===== config.mk =====
export PLATFORM = sky130hd
export DESIGN_NAME = usb_tx_arbiter_flat
export DESIGN_NICKNAME = d
export VERILOG_FILES = /design/src/rtl/usb_tx_arbiter_if.sv /design/src/rtl/usb_tx_arbiter.sv /design/src/flat_wrapper.sv
export SDC_FILE = /design/constraint.sdc
export NUM_CORES = 1
export LEC_CHECK = 0
export ABC_AREA = 1
export CAP_MARGIN = 20
export CORE_UTILIZATION = 56
export CTS_CLUSTER_SIZE = 24
export DETAILED_ROUTE_END_ITERATION = 10
export GPL_TIMING_DRIVEN = 0
export HOLD_SLACK_MARGIN = 0.1
export PLACE_DENSITY = 0.86
export SETUP_SLACK_MARGIN = 0.15
export SLEW_MARGIN = 40
export SYNTH_ARGS = -nofsm -noshare
export SYNTH_HDL_FRONTEND = slang
export SYNTH_SLANG_ARGS = --single-unit

===== constraint.sdc =====
create_clock -name clk -period 3.3 [get_ports clk]
set_clock_uncertainty 0.15 [all_clocks]
set_input_delay 0.99 -clock clk [delete_from_list [all_inputs] [get_ports clk]]
set_output_delay 0.99 -clock clk [all_outputs]
set_load 0.03 [all_outputs]

===== src/rtl/usb_tx_arbiter_if.sv =====
// Byte-pipe bundle between two requesters (A = CPU, B = debug) and the USB UART input.
// Latency: none (wires only).
// Backpressure: carried by a_ready / b_ready / uart_in_ready.
// Ports: a_* / b_* requester byte streams with last flag, uart_in_* output byte stream.
// Modports: slave = arbiter view, master = requesters plus UART (environment) view.
interface usb_tx_arbiter_if;
  logic [7:0] a_data;
  logic       a_valid;
  logic       a_last;
  logic       a_ready;
  logic [7:0] b_data;
  logic       b_valid;
  logic       b_last;
  logic       b_ready;
  logic [7:0] uart_in_data;
  logic       uart_in_valid;
  logic       uart_in_ready;

  modport slave (
    input  a_data, a_valid, a_last,
    output a_ready,
    input  b_data, b_valid, b_last,
    output b_ready,
    output uart_in_data, uart_in_valid,
    input  uart_in_ready
  );

  modport master (
    output a_data, a_valid, a_last,
    input  a_ready,
    output b_data, b_valid, b_last,
    input  b_ready,
    input  uart_in_data, uart_in_valid,
    output uart_in_ready
  );
endinterface


===== src/rtl/usb_tx_arbiter.sv =====
// Message-atomic round-robin arbiter sharing the USB UART byte pipe between requesters A and B.
// Latency: grant 1 cycle after valid seen in IDLE; byte appears on uart_in_* 1 cycle after accept.
// Backpressure: owner ready = ~uart_in_valid | uart_in_ready, so full rate with no bubbles while the UART is ready.
// Ports: clk, rst (async active-low), bus (slave modport), grant (one-hot owner), timeout_evt (forced-release pulse).
module usb_tx_arbiter #(
  parameter int TIMEOUT   = 1000,
  parameter int TIMEOUT_W = 16
) (
  input  logic             clk,
  input  logic             rst,
  usb_tx_arbiter_if.slave  bus,
  output logic [1:0]       grant,
  output logic             timeout_evt
);

  typedef enum logic [1:0] {
    IDLE  = 2'd0,
    GNT_A = 2'd1,
    GNT_B = 2'd2
  } state_t;

  // Counter value at which one more idle cycle means the owner has been idle for TIMEOUT cycles.
  localparam logic [TIMEOUT_W-1:0] CNT_LIMIT =
    (TIMEOUT == 0) ? {TIMEOUT_W{1'b0}} : TIMEOUT_W'(TIMEOUT - 1);

  state_t               state_q, state_d;
  logic                 last_owner_b_q, last_owner_b_d;
  logic [TIMEOUT_W-1:0] idle_cnt_q, idle_cnt_d;
  logic                 timeout_q, timeout_d;
  logic [7:0]           out_data_q;
  logic                 out_vld_q;

  logic       own_valid;
  logic [7:0] own_data;
  logic       own_last;
  logic       pipe_free;
  logic       accept;
  logic       idle_expire;

  // Select the current owner's stream; a non-owner never reaches the output register.
  always_comb begin
    own_valid = 1'b0;
    own_data  = 8'h00;
    own_last  = 1'b0;
    unique case (state_q)
      GNT_A: begin
        own_valid = bus.a_valid;
        own_data  = bus.a_data;
        own_last  = bus.a_last;
      end
      GNT_B: begin
        own_valid = bus.b_valid;
        own_data  = bus.b_data;
        own_last  = bus.b_last;
      end
      default: ;
    endcase
  end

  assign pipe_free   = ~out_vld_q | bus.uart_in_ready;
  assign bus.a_ready = (state_q == GNT_A) & pipe_free;
  assign bus.b_ready = (state_q == GNT_B) & pipe_free;
  assign accept      = own_valid & pipe_free;

  // Only cycles where the owner offers nothing age the grant; stalled bytes do not.
  assign idle_expire = (TIMEOUT != 0) && (state_q != IDLE) && !own_valid &&
                       (idle_cnt_q == CNT_LIMIT);

  always_comb begin
    state_d        = state_q;
    last_owner_b_d = last_owner_b_q;
    idle_cnt_d     = idle_cnt_q;
    timeout_d      = 1'b0;
    unique case (state_q)
      IDLE: begin
        // Holding the counter at zero here clears it on every grant entry.
        idle_cnt_d = '0;
        if (bus.a_valid && (!bus.b_valid || last_owner_b_q)) begin
          state_d = GNT_A;
        end else if (bus.b_valid) begin
          state_d = GNT_B;
        end
      end
      default: begin
        if (accept) begin
          idle_cnt_d = '0;
          if (own_last) begin
            state_d        = IDLE;
            last_owner_b_d = (state_q == GNT_B);
          end
        end else if (!own_valid) begin
          if (idle_expire) begin
            state_d        = IDLE;
            last_owner_b_d = (state_q == GNT_B);
            timeout_d      = 1'b1;
          end else begin
            idle_cnt_d = idle_cnt_q + TIMEOUT_W'(1);
          end
        end
      end
    endcase
  end

  always_ff @(posedge clk or negedge rst) begin
    if (!rst) begin
      state_q        <= IDLE;
      last_owner_b_q <= 1'b1;
      idle_cnt_q     <= '0;
      timeout_q      <= 1'b0;
    end else begin
      state_q        <= state_d;
      last_owner_b_q <= last_owner_b_d;
      idle_cnt_q     <= idle_cnt_d;
      timeout_q      <= timeout_d;
    end
  end

  // Single output stage: load on accept, drain on UART ready, otherwise hold.
  always_ff @(posedge clk or negedge rst) begin
    if (!rst) begin
      out_data_q <= 8'h00;
      out_vld_q  <= 1'b0;
    end else if (accept) begin
      out_data_q <= own_data;
      out_vld_q  <= 1'b1;
    end else if (bus.uart_in_ready) begin
      out_vld_q  <= 1'b0;
    end
  end

  assign bus.uart_in_data  = out_data_q;
  assign bus.uart_in_valid = out_vld_q;
  assign grant             = {state_q == GNT_B, state_q == GNT_A};
  assign timeout_evt       = timeout_q;

endmodule

===== src/flat_wrapper.sv =====
// flat-port wrapper written by rule: the top's interface ports become plain ports
module usb_tx_arbiter_flat 
#(
  parameter int TIMEOUT   = 1000,
  parameter int TIMEOUT_W = 16
)
  (clk, rst, grant, timeout_evt, bus_a_data, bus_a_valid, bus_a_last, bus_a_ready, bus_b_data, bus_b_valid, bus_b_last, bus_b_ready, bus_uart_in_data, bus_uart_in_valid, bus_uart_in_ready);
  usb_tx_arbiter_if bus_i ();
  input  logic clk;
  input  logic rst;
  output logic [1:0] grant;
  output logic timeout_evt;
  input wire logic [$bits(bus_i.a_data)-1:0] bus_a_data;
  input wire logic [$bits(bus_i.a_valid)-1:0] bus_a_valid;
  input wire logic [$bits(bus_i.a_last)-1:0] bus_a_last;
  output wire logic [$bits(bus_i.a_ready)-1:0] bus_a_ready;
  input wire logic [$bits(bus_i.b_data)-1:0] bus_b_data;
  input wire logic [$bits(bus_i.b_valid)-1:0] bus_b_valid;
  input wire logic [$bits(bus_i.b_last)-1:0] bus_b_last;
  output wire logic [$bits(bus_i.b_ready)-1:0] bus_b_ready;
  output wire logic [$bits(bus_i.uart_in_data)-1:0] bus_uart_in_data;
  output wire logic [$bits(bus_i.uart_in_valid)-1:0] bus_uart_in_valid;
  input wire logic [$bits(bus_i.uart_in_ready)-1:0] bus_uart_in_ready;
  assign bus_i.a_data = bus_a_data;
  assign bus_i.a_valid = bus_a_valid;
  assign bus_i.a_last = bus_a_last;
  assign bus_a_ready = bus_i.a_ready;
  assign bus_i.b_data = bus_b_data;
  assign bus_i.b_valid = bus_b_valid;
  assign bus_i.b_last = bus_b_last;
  assign bus_b_ready = bus_i.b_ready;
  assign bus_uart_in_data = bus_i.uart_in_data;
  assign bus_uart_in_valid = bus_i.uart_in_valid;
  assign bus_i.uart_in_ready = bus_uart_in_ready;
  usb_tx_arbiter #(.TIMEOUT(TIMEOUT), .TIMEOUT_W(TIMEOUT_W)) u_core (.clk(clk), .rst(rst), .bus(bus_i), .grant(grant), .timeout_evt(timeout_evt));
endmodule

==> reports/results.txt <==
outcome = completed
fmax = 322 MHz
vias per cell = 5.26
drt initial violations = 109
cell row count = 20
layout cells sized above 1 = 19.9%
final instance count without filler cells = 321
via count = 1689
Starting Density = 60.3%
Final Hold Fails = 0
largest area contributor in the netlist = dfrtp_1
initial antenna violation count = 0
synth warn = 0
crit start category = input port
Final min period = 3.10 ns
Netlist cell types = 31
Buffers on Ports = 36
DRT Pass-1 Iters = 4
Die X-Extent = 60.0 microns
Die Height = 60.0 microns
Area Overhead vs Synth = 25.6%
Synth Area per Inst = 8.09 sq um
synth top area cells = dfrtp_1 37%, nand2_1 12%, nand4_1 5.0%
CP max FO = 4
crit share post-route = 94.0%
largest net degree at the start of global routing = 30
post-synthesis sequential area ratio = 38.6%
leakage power = 1.01 nW
worst hold path class = reg -> reg
Final Max Tran Viols = 0
CTS tree = yes
Synth Flop Type = dfrtp_1
Hold Worst Slack = 0.330 ns
synthesized instance count = 233
Layout Nets = 303
PD cells = 613 nW/um^2
final setup violation count = 0
Crit Path Category = in -> out
Fillers = 250
Post-CTS Setup Bufs = 0
vias in the first global route = 1542
clock slew at reported path FFs = 0.09 ns
maxcap violations = 0
CTS Buffer Depth = 2
Mapped Nets = 260
WP data arrival = 1.96 ns
die area = 3600 sq um
GRT overflow = 0
Root Buffer = clkbuf_4
max_slew headroom = 57.5%
RSZ-0062 raised after global routing = false
Worst Path Required = 2.16 ns
global-route wire length before repair = 7060 microns
H-tree depth = 2
EDFF count, synth = 0
Remaining DRCs = 0
Synth async-reset ratio = 100%
placed cell count = 313
GPL Wtd Cong = 0.912
CP Capture Type = primary output
CTS sink count = 29
# diodes = 0
worst slew pin tran = 0.638 ns
CORE AREA = 3130 sq um
DPL Wire Length = 3240 microns
Post-Syn Area = 1890 sq um
wire per inst = 13.1 microns
Final ANT Viol Nets = 0
GRT Total Usage = 26.9%
Yosys reg bits = 29
CTS buffer count = 5
latest clock arrival within the worst-skew pair = 0.33 ns
maximum VDD drop = 0.481 mV
drt total wl = 4200 microns
Synth top area share = 37.2%
I/O Pins = 37
## cells in the final DEF (no fill, tap or decap), drive strengths merged, types with 3 or more instances in the layout
master / count
a22o: 9
ha: 4
buf: 5
clkbuf: 10
mux2: 8
nor2: 32
clkdlybuf4s50: 33
nand2: 66
o21bai: 5
o21ai: 13
nand3: 18
dfrtp: 28
inv: 21
clkinv: 3
nand4: 16
## layer usage
| layer | part of all wire, % | track usage [%] | vias to the layer above |
|---|---|---|---|
| met5 | 0 | 0 | - |
| met4 | 1.0 | 9.63 | 0 |
| met3 | 4.9 | 5.63 | 5 |
| met2 | 48 | 41.7 | 45 |
| met1 | 46 | 37.1 | 767 |
| li1 | - | - | 872 |
## through the flow
step / setup TNS [ns] / utilization, % / total power [mW] / instance area, sq um / setup WS (ns)
floorplan: 0 / - / 0.961 / 1890 / 0.533
global placement: -0.325 / 73.6 / 1.20 / 2300 / -0.165
detailed placement: -0.315 / 73.4 / 1.21 / 2300 / -0.161
CTS: 0 / 75.9 / 1.47 / 2370 / 0.191
global route: 0 / 75.7 / 1.54 / 2370 / 0.175
finish: 0 / 75.7 / 1.45 / 2370 / 0.197
## final timing paths
check,startpoint,endpoint,slack [ns],depth (start not counted)
setup / recovery,bus_uart_in_ready,bus_a_ready,0.20,4
hold / removal,u_core.last_owner_b_q$_DFFE_PN1P_,u_core.last_owner_b_q$_DFFE_PN1P_,0.33,2
setup reg to reg,u_core.state_q[0]$_DFFE_PN0P_,u_core.bus.uart_in_data[0]$_DFFE_PN0P_,1.32,8
hold reg to reg,u_core.last_owner_b_q$_DFFE_PN1P_,u_core.last_owner_b_q$_DFFE_PN1P_,0.33,2
max in group asynchronous,rst,u_core.idle_cnt_q[12]$_DFFE_PN0P_,2.06,1
min in group asynchronous,rst,u_core.idle_cnt_q[15]$_DFFE_PN0P_,0.53,1
## critical path: stages
cell and delay (ns):
clkdlybuf4s50_1 0.45, nor2_4 0.19, nor2_1 0.05, clkdlybuf4s15_2 0.28
## repair_timing
| item | CTS | global route |
|---|---|---|
| cloned | 0 | 0 |
| hold buffers | 0 | 0 |
| endpoints found under the setup margin | 2 | 1 |
| resized for setup | 7 | 4 |
## cell families (layout without fill, tap and decap cells)
logic type / after synthesis / count (layout) / synth area share (%)
and+or+nand+nor: 134 / 134 / 34.6
AOI/OAI and AO/OA: 29 / 29 / 12.0
DFF: 29 / 29 / 38.6
buffers and inverters: 29 / 73 / 7.43
muxes: 8 / 8 / 4.78
adders and majority gates: 4 / 4 / 2.65
## cells in the mapped netlist, types with 2 or more instances
| cell type | instances |
|---|---|
| a22o_1 | 9 |
| buf_6 | 2 |
| clkbuf_1 | 3 |
| clkinv_1 | 2 |
| dfrtp_1 | 28 |
| ha_1 | 4 |
| inv_1 | 16 |
| inv_2 | 5 |
| mux2_1 | 2 |
| mux2_2 | 6 |
| nand2_1 | 60 |
| nand2_2 | 5 |
| nand3_1 | 16 |
| nand4_1 | 15 |
| nor2_1 | 22 |
| nor2_2 | 8 |
| nor2_4 | 2 |
| o21ai_0 | 3 |
| o21ai_1 | 2 |
| o21ai_2 | 8 |
| o21bai_1 | 5 |
## cell type report
class	count	area, sq um	share of cell area (%)
Buffer	6	55.1	2.32
Sequential cell	29	727	30.7
Clock buffer	7	65.1	2.75
Clock inverter	1	5.00	0.211
Multi-Input combinational cell	175	1020	43.2
Timing Repair Buffer	36	352	14.8
Inverter	23	86.3	3.65
Tap cell	44	55.1	2.32
## sequential cells by signal, summed over array words and instances (netlist names)
register                  count
u_core.last_owner_b_q         1
u_core.bus.uart_in_data       8
u_core.idle_cnt_q            16
u_core.bus.uart_in_valid      1
u_core.state_q                2
u_core.timeout_evt            1
## power by group
part           switching (mW)  total [mW]  internal, mW
logic                   0.442       0.729         0.287
registers              0.0460       0.473         0.427
clock network           0.125       0.249         0.123
Note: power is estimated with default switching activity, not from simulation.
